$ cat src/rtl/mem_port_arbiter.sv
// mem_port_arbiter: shares one single-port memory between fetch and load/store requesters.
// Optional MEM_ARB_PERF_COUNTERS_EN adds saturating per-requester stall counters.
module mem_port_arbiter #(
    parameter int ADDRESS_BITS = 16,
    parameter int DATA_WIDTH   = 32,
    parameter int MEM_LATENCY  = 1,
    parameter int MAX_D_STREAK = 4
) (
    input  logic                    clock,
    input  logic                    reset,
    input  logic                    i_req,
    input  logic [ADDRESS_BITS-1:0] i_addr,
    output logic                    i_gnt,
    output logic                    i_rvalid,
    output logic [DATA_WIDTH-1:0]   i_rdata,
    input  logic                    d_req,
    input  logic                    d_we,
    input  logic [ADDRESS_BITS-1:0] d_addr,
    input  logic [DATA_WIDTH-1:0]   d_wdata,
    output logic                    d_gnt,
    output logic                    d_rvalid,
    output logic [DATA_WIDTH-1:0]   d_rdata,
    output logic                    mem_en,
    output logic                    mem_we,
    output logic [ADDRESS_BITS-1:0] mem_addr,
    output logic [DATA_WIDTH-1:0]   mem_wdata,
    input  logic [DATA_WIDTH-1:0]   mem_rdata
`ifdef MEM_ARB_PERF_COUNTERS_EN
    ,
    output logic [31:0]             perf_i_stall,
    output logic [31:0]             perf_d_stall
`endif
);
    typedef enum logic {IDLE, BUSY} state_t;
    state_t     state, state_n;
    logic [2:0] lat_cnt, lat_cnt_n;
    logic       owner, owner_n;
    logic [3:0] streak, streak_n;
    logic       done, free;
    always_ff @(posedge clock or negedge reset)
        if (!reset) begin
            state   <= IDLE;
            lat_cnt <= '0;
            owner   <= 1'b0;
            streak  <= '0;
        end else begin
            state   <= state_n;
            lat_cnt <= lat_cnt_n;
            owner   <= owner_n;
            streak  <= streak_n;
        end
    // owner: 1 = data requester; grants are gated by reset so nothing issues while held
    always_comb begin
        done      = state == BUSY && lat_cnt == 3'd1;
        free      = reset && (state == IDLE || done);
        d_gnt     = free && d_req && !(i_req && streak == 4'(MAX_D_STREAK));
        i_gnt     = free && i_req && !d_gnt;
        mem_en    = i_gnt || d_gnt;
        mem_we    = d_gnt && d_we;
        mem_addr  = d_gnt ? d_addr : i_addr;
        mem_wdata = d_gnt ? d_wdata : '0;
        i_rvalid  = done && !owner;
        d_rvalid  = done && owner;
        i_rdata   = i_rvalid ? mem_rdata : '0;
        d_rdata   = d_rvalid ? mem_rdata : '0;
        state_n   = mem_en ? BUSY : done ? IDLE : state;
        lat_cnt_n = mem_en ? 3'(MEM_LATENCY) : state == BUSY ? lat_cnt - 3'd1 : lat_cnt;
        owner_n   = mem_en ? d_gnt : owner;
        streak_n  = (!i_req || i_gnt) ? '0 :
                    (d_gnt && streak != 4'(MAX_D_STREAK)) ? streak + 4'd1 : streak;
    end
`ifdef MEM_ARB_PERF_COUNTERS_EN
    always_ff @(posedge clock or negedge reset)
        if (!reset) begin
            perf_i_stall <= '0;
            perf_d_stall <= '0;
        end else begin
            if (i_req && !i_gnt && perf_i_stall != '1) perf_i_stall <= perf_i_stall + 32'd1;
            if (d_req && !d_gnt && perf_d_stall != '1) perf_d_stall <= perf_d_stall + 32'd1;
        end
`endif
endmodule

$ cat config.mk
export PLATFORM = sky130hd
export DESIGN_NAME = mem_port_arbiter
export DESIGN_NICKNAME = d
export VERILOG_FILES = /design/src/rtl/mem_port_arbiter.sv
export SDC_FILE = /design/constraint.sdc
export NUM_CORES = 1
export LEC_CHECK = 0
export CAP_MARGIN = 5
export CORE_AREA = 2 2 84 86
export DETAILED_ROUTE_END_ITERATION = 6
export DIE_AREA = 0 0 86 88
export PLACE_DENSITY = 0.81
export SLEW_MARGIN = 20
export SYNTH_ARGS = -nofsm -noshare
export SYNTH_HDL_FRONTEND = slang
export SYNTH_SLANG_ARGS = --single-unit
$ cat constraint.sdc
create_clock -name clock -period 5.1 [get_ports clock]
set_input_delay 0.51 -clock clock [delete_from_list [all_inputs] [get_ports clock]]
set_output_delay 0.51 -clock clock [all_outputs]
set_load 0.05 [all_outputs]
==> metrics.yaml <==
run_status:
  outcome: "complete, no violations"
route:
  wl_met2_um: 4220
  drt-initial-drc-count: 62
  wl_um: 7330
  top_layer: "met4"
  met3_length_um: 552
  wl_met1_um: 2530
  via_count: 2000
  first_pass_iters: 4
  wl_per_cell_um: 15.5
  drc_errors: 0
  antenna_left: 0
  via_per_inst: 4.24
die:
  ios: 219
  rows: 30
  initial_core_util: 0.218
  die_h_um: 88
  core_um2: 6640
  die_w_um: 86
  dieArea_um2: 7570
synthesis:
  syn-cell-area_um2: 1450
  synth_compound_area_frac: 0.0528
  yosysWarnings: 0
  synth_edf_count: 0
  synth_nets: 285
  ys_top_cells_by_area: "and2_1, dfrtp_1, mux2_4"
  synth_top_area_frac: 0.420
  synthTopCellsByCount: "and2_1, mux2_4, dfrtp_1, clkbuf_1, inv_1"
  synth-xor-area-share: 0.0121
  muxShareOfSynthArea: 0.178
  synthFlopType: "dfrtp_1"
  synthArstFlopShare: 1.00
  ys_types: 33
  yosysMostFrequentCell: "and2_1"
  synth_area_leader_cell: "and2_1"
  synth-seq-area-share: 0.156
  yosys.area_share.simple: 0.495
  synth_top_family_by_area: "simple AND/OR/NAND/NOR gates"
  ys_ff_latch: 9
  avgSynthCellArea_um2: 8.04
  postSynthCellCount: 180
  synth_fa_ha_area_frac: 0.0346
cts:
  cts-root-buf: "clkbuf_8"
  clk_pin_slew_ps: 50
  cts_max_level: 1
  cts.sinks: 9
  worstSkewPairLatency_ps: 240
  cts_buffers: 3
  clk_path_buf_depth: 2
  cts_tree: "built"
  post_cts_buffers: 0
  cts_hold_buf: 0
  cts_resized: 0
timing:
  finalHoldViolCount: 0
  fmax_mhz: 253
  hold_slack_ps: 546
  fin_crit_ps: 3950
  tns_ps: 0
  setup_ws_ps: 1150
  slew_viol_final: 0
  slew_headroom: 0.414
  post-route-period-util: 0.774
  finalSetupViolCount: 0
  skew_ps: 5.97
  rsz0062_at_grt: "false"
  tightest_slew_ps: 879
finish:
  nets: 498
  finalNonFillerCells: 472
  antenna-diode-count: 0
  drive_gt1_frac: 0.0689
  area_growth_pct: 157
critical_path:
  worstPathArrival_ps: 3440
  crit_fanout: 40
  end_kind: "primary output"
  crit_type: "in2out"
  worstSetupStartpointType: "input port"
  required_ps: 4590
  max_stage_delay_ps: 750
  crit_slowest_cell: "clkdlybuf4s50_1"
  path_common_cell: "clkdlybuf4s50_1"
  crit_chain: "clkdlybuf4s50_1 -> a21boi_2 -> and3_2 -> buf_4 -> mux2_2 -> clkdlybuf4s50_1"
grt:
  grt_pass1_wl_um: 10400
  grt_max_degree: 41
  grt_antenna_before_repair: 0
  track_usage: 0.175
  grt_pass1_vias: 1899
  grt_overflow: 0
place:
  numPlacedInstances: 468
  gp_congestion: 0.879
  port_buffers: 218
  place_hpwl_um: 6200
  place_ws_ps: 1120
power_and_ir_drop:
  power.density_nw_per_um2: 377
  p_leak_nw: 1.48
  irDropWorstVdd_v: 0.000255
job:
  drv_cap: 0
min_path:
  hold_path_class: "reg2reg"
[cells in the final DEF, fill, tap and decap left out, types with 2 or more instances in the layout]
master           synthesis  layout
clkdlybuf4s50_1          0     218
and2_1                  97      97
mux2_4                  15      15
dfrtp_1                  9       9
inv_1                    7       7
nand2_1                  4       4
ha_1                     4       4
o21ai_0                  3       3
clkbuf_8                 0       3
nor2b_1                  2       2
nand2b_1                 2       2
a21oi_1                  2       2
mux2_2                   2       2
nor2_1                   2       2
nand3_1                  2       2
buf_4                    0       2
[flip-flops by register name, summed over array words and instances (netlist names)]
| name | cells |
|---|---|
| lat_cnt | 3 |
| owner | 1 |
| state | 1 |
| streak | 4 |
[through the flow]
| stage | power [W] | util | area (µm²) |
|---|---|---|---|
| after floorplan | 0.000919 | - | 1450 |
| after global routing | 0.00147 | 0.560 | 3720 |
| final | 0.00140 | 0.560 | 3720 |
| after detailed placement | 0.00132 | 0.553 | 3670 |
| after global placement | 0.00131 | 0.553 | 3670 |
| after CTS | 0.00141 | 0.560 | 3720 |
[layer usage]
layer | vias up | track usage
met1 | 901 | 0.191
met5 | - | 0
met3 | 4 | 0.0358
met2 | 98 | 0.351
li1 | 997 | -
met4 | 0 | 0.0216
[cell type report]
cell class	instances	area [µm²]
fill	613	2930
timing repair buffer	220	2200
multi-input combinational	152	1120
sequential	9	225
tap	80	100
clock buffer	3	41.3
inverter	7	26.3
clock inverter	1	5.00
[critical path, delay by kind of cell]
| family | cells | cell delay (ps) |
|---|---|---|
| muxes | 1 | 390 |
| AOI/OAI and AO/OA | 1 | 330 |
| and+or+nand+nor | 1 | 320 |
| buffers and inverters | 3 | 1870 |
[report_power, final]
| part | internal, W | switching [W] |
|---|---|---|
| sequential | 0.0000947 | 0.0000223 |
| combinational | 0.000446 | 0.000756 |
| clock | 0.0000534 | 0.0000301 |
[final timing paths]
path | startpoint | end | slack (ps) | cells past startpoint
setup / recovery | reset | mem_addr[15] | 1150 | 6
hold / removal | owner$_DFFE_PN0P_ | owner$_DFFE_PN0P_ | 550 | 1
setup reg to reg | lat_cnt[1]$_DFFE_PN0P_ | streak[3]$_DFFE_PN0P_ | 3440 | 6
hold reg to reg | owner$_DFFE_PN0P_ | owner$_DFFE_PN0P_ | 550 | 1
max in group asynchronous | reset | lat_cnt[1]$_DFFE_PN0P_ | 4190 | 1
min in group asynchronous | reset | lat_cnt[2]$_DFFE_PN0P_ | 590 | 1
[cell families after synthesis]
family / after synthesis
adder cells (fa/ha/maj): 4
AND/OR/NAND/NOR: 117
multiplexers: 18
flip-flops: 9
AO/OA/AOI/OAI: 11
buffers and inverters: 19
XOR/XNOR: 2
Power figures use the tool's default switching activity.
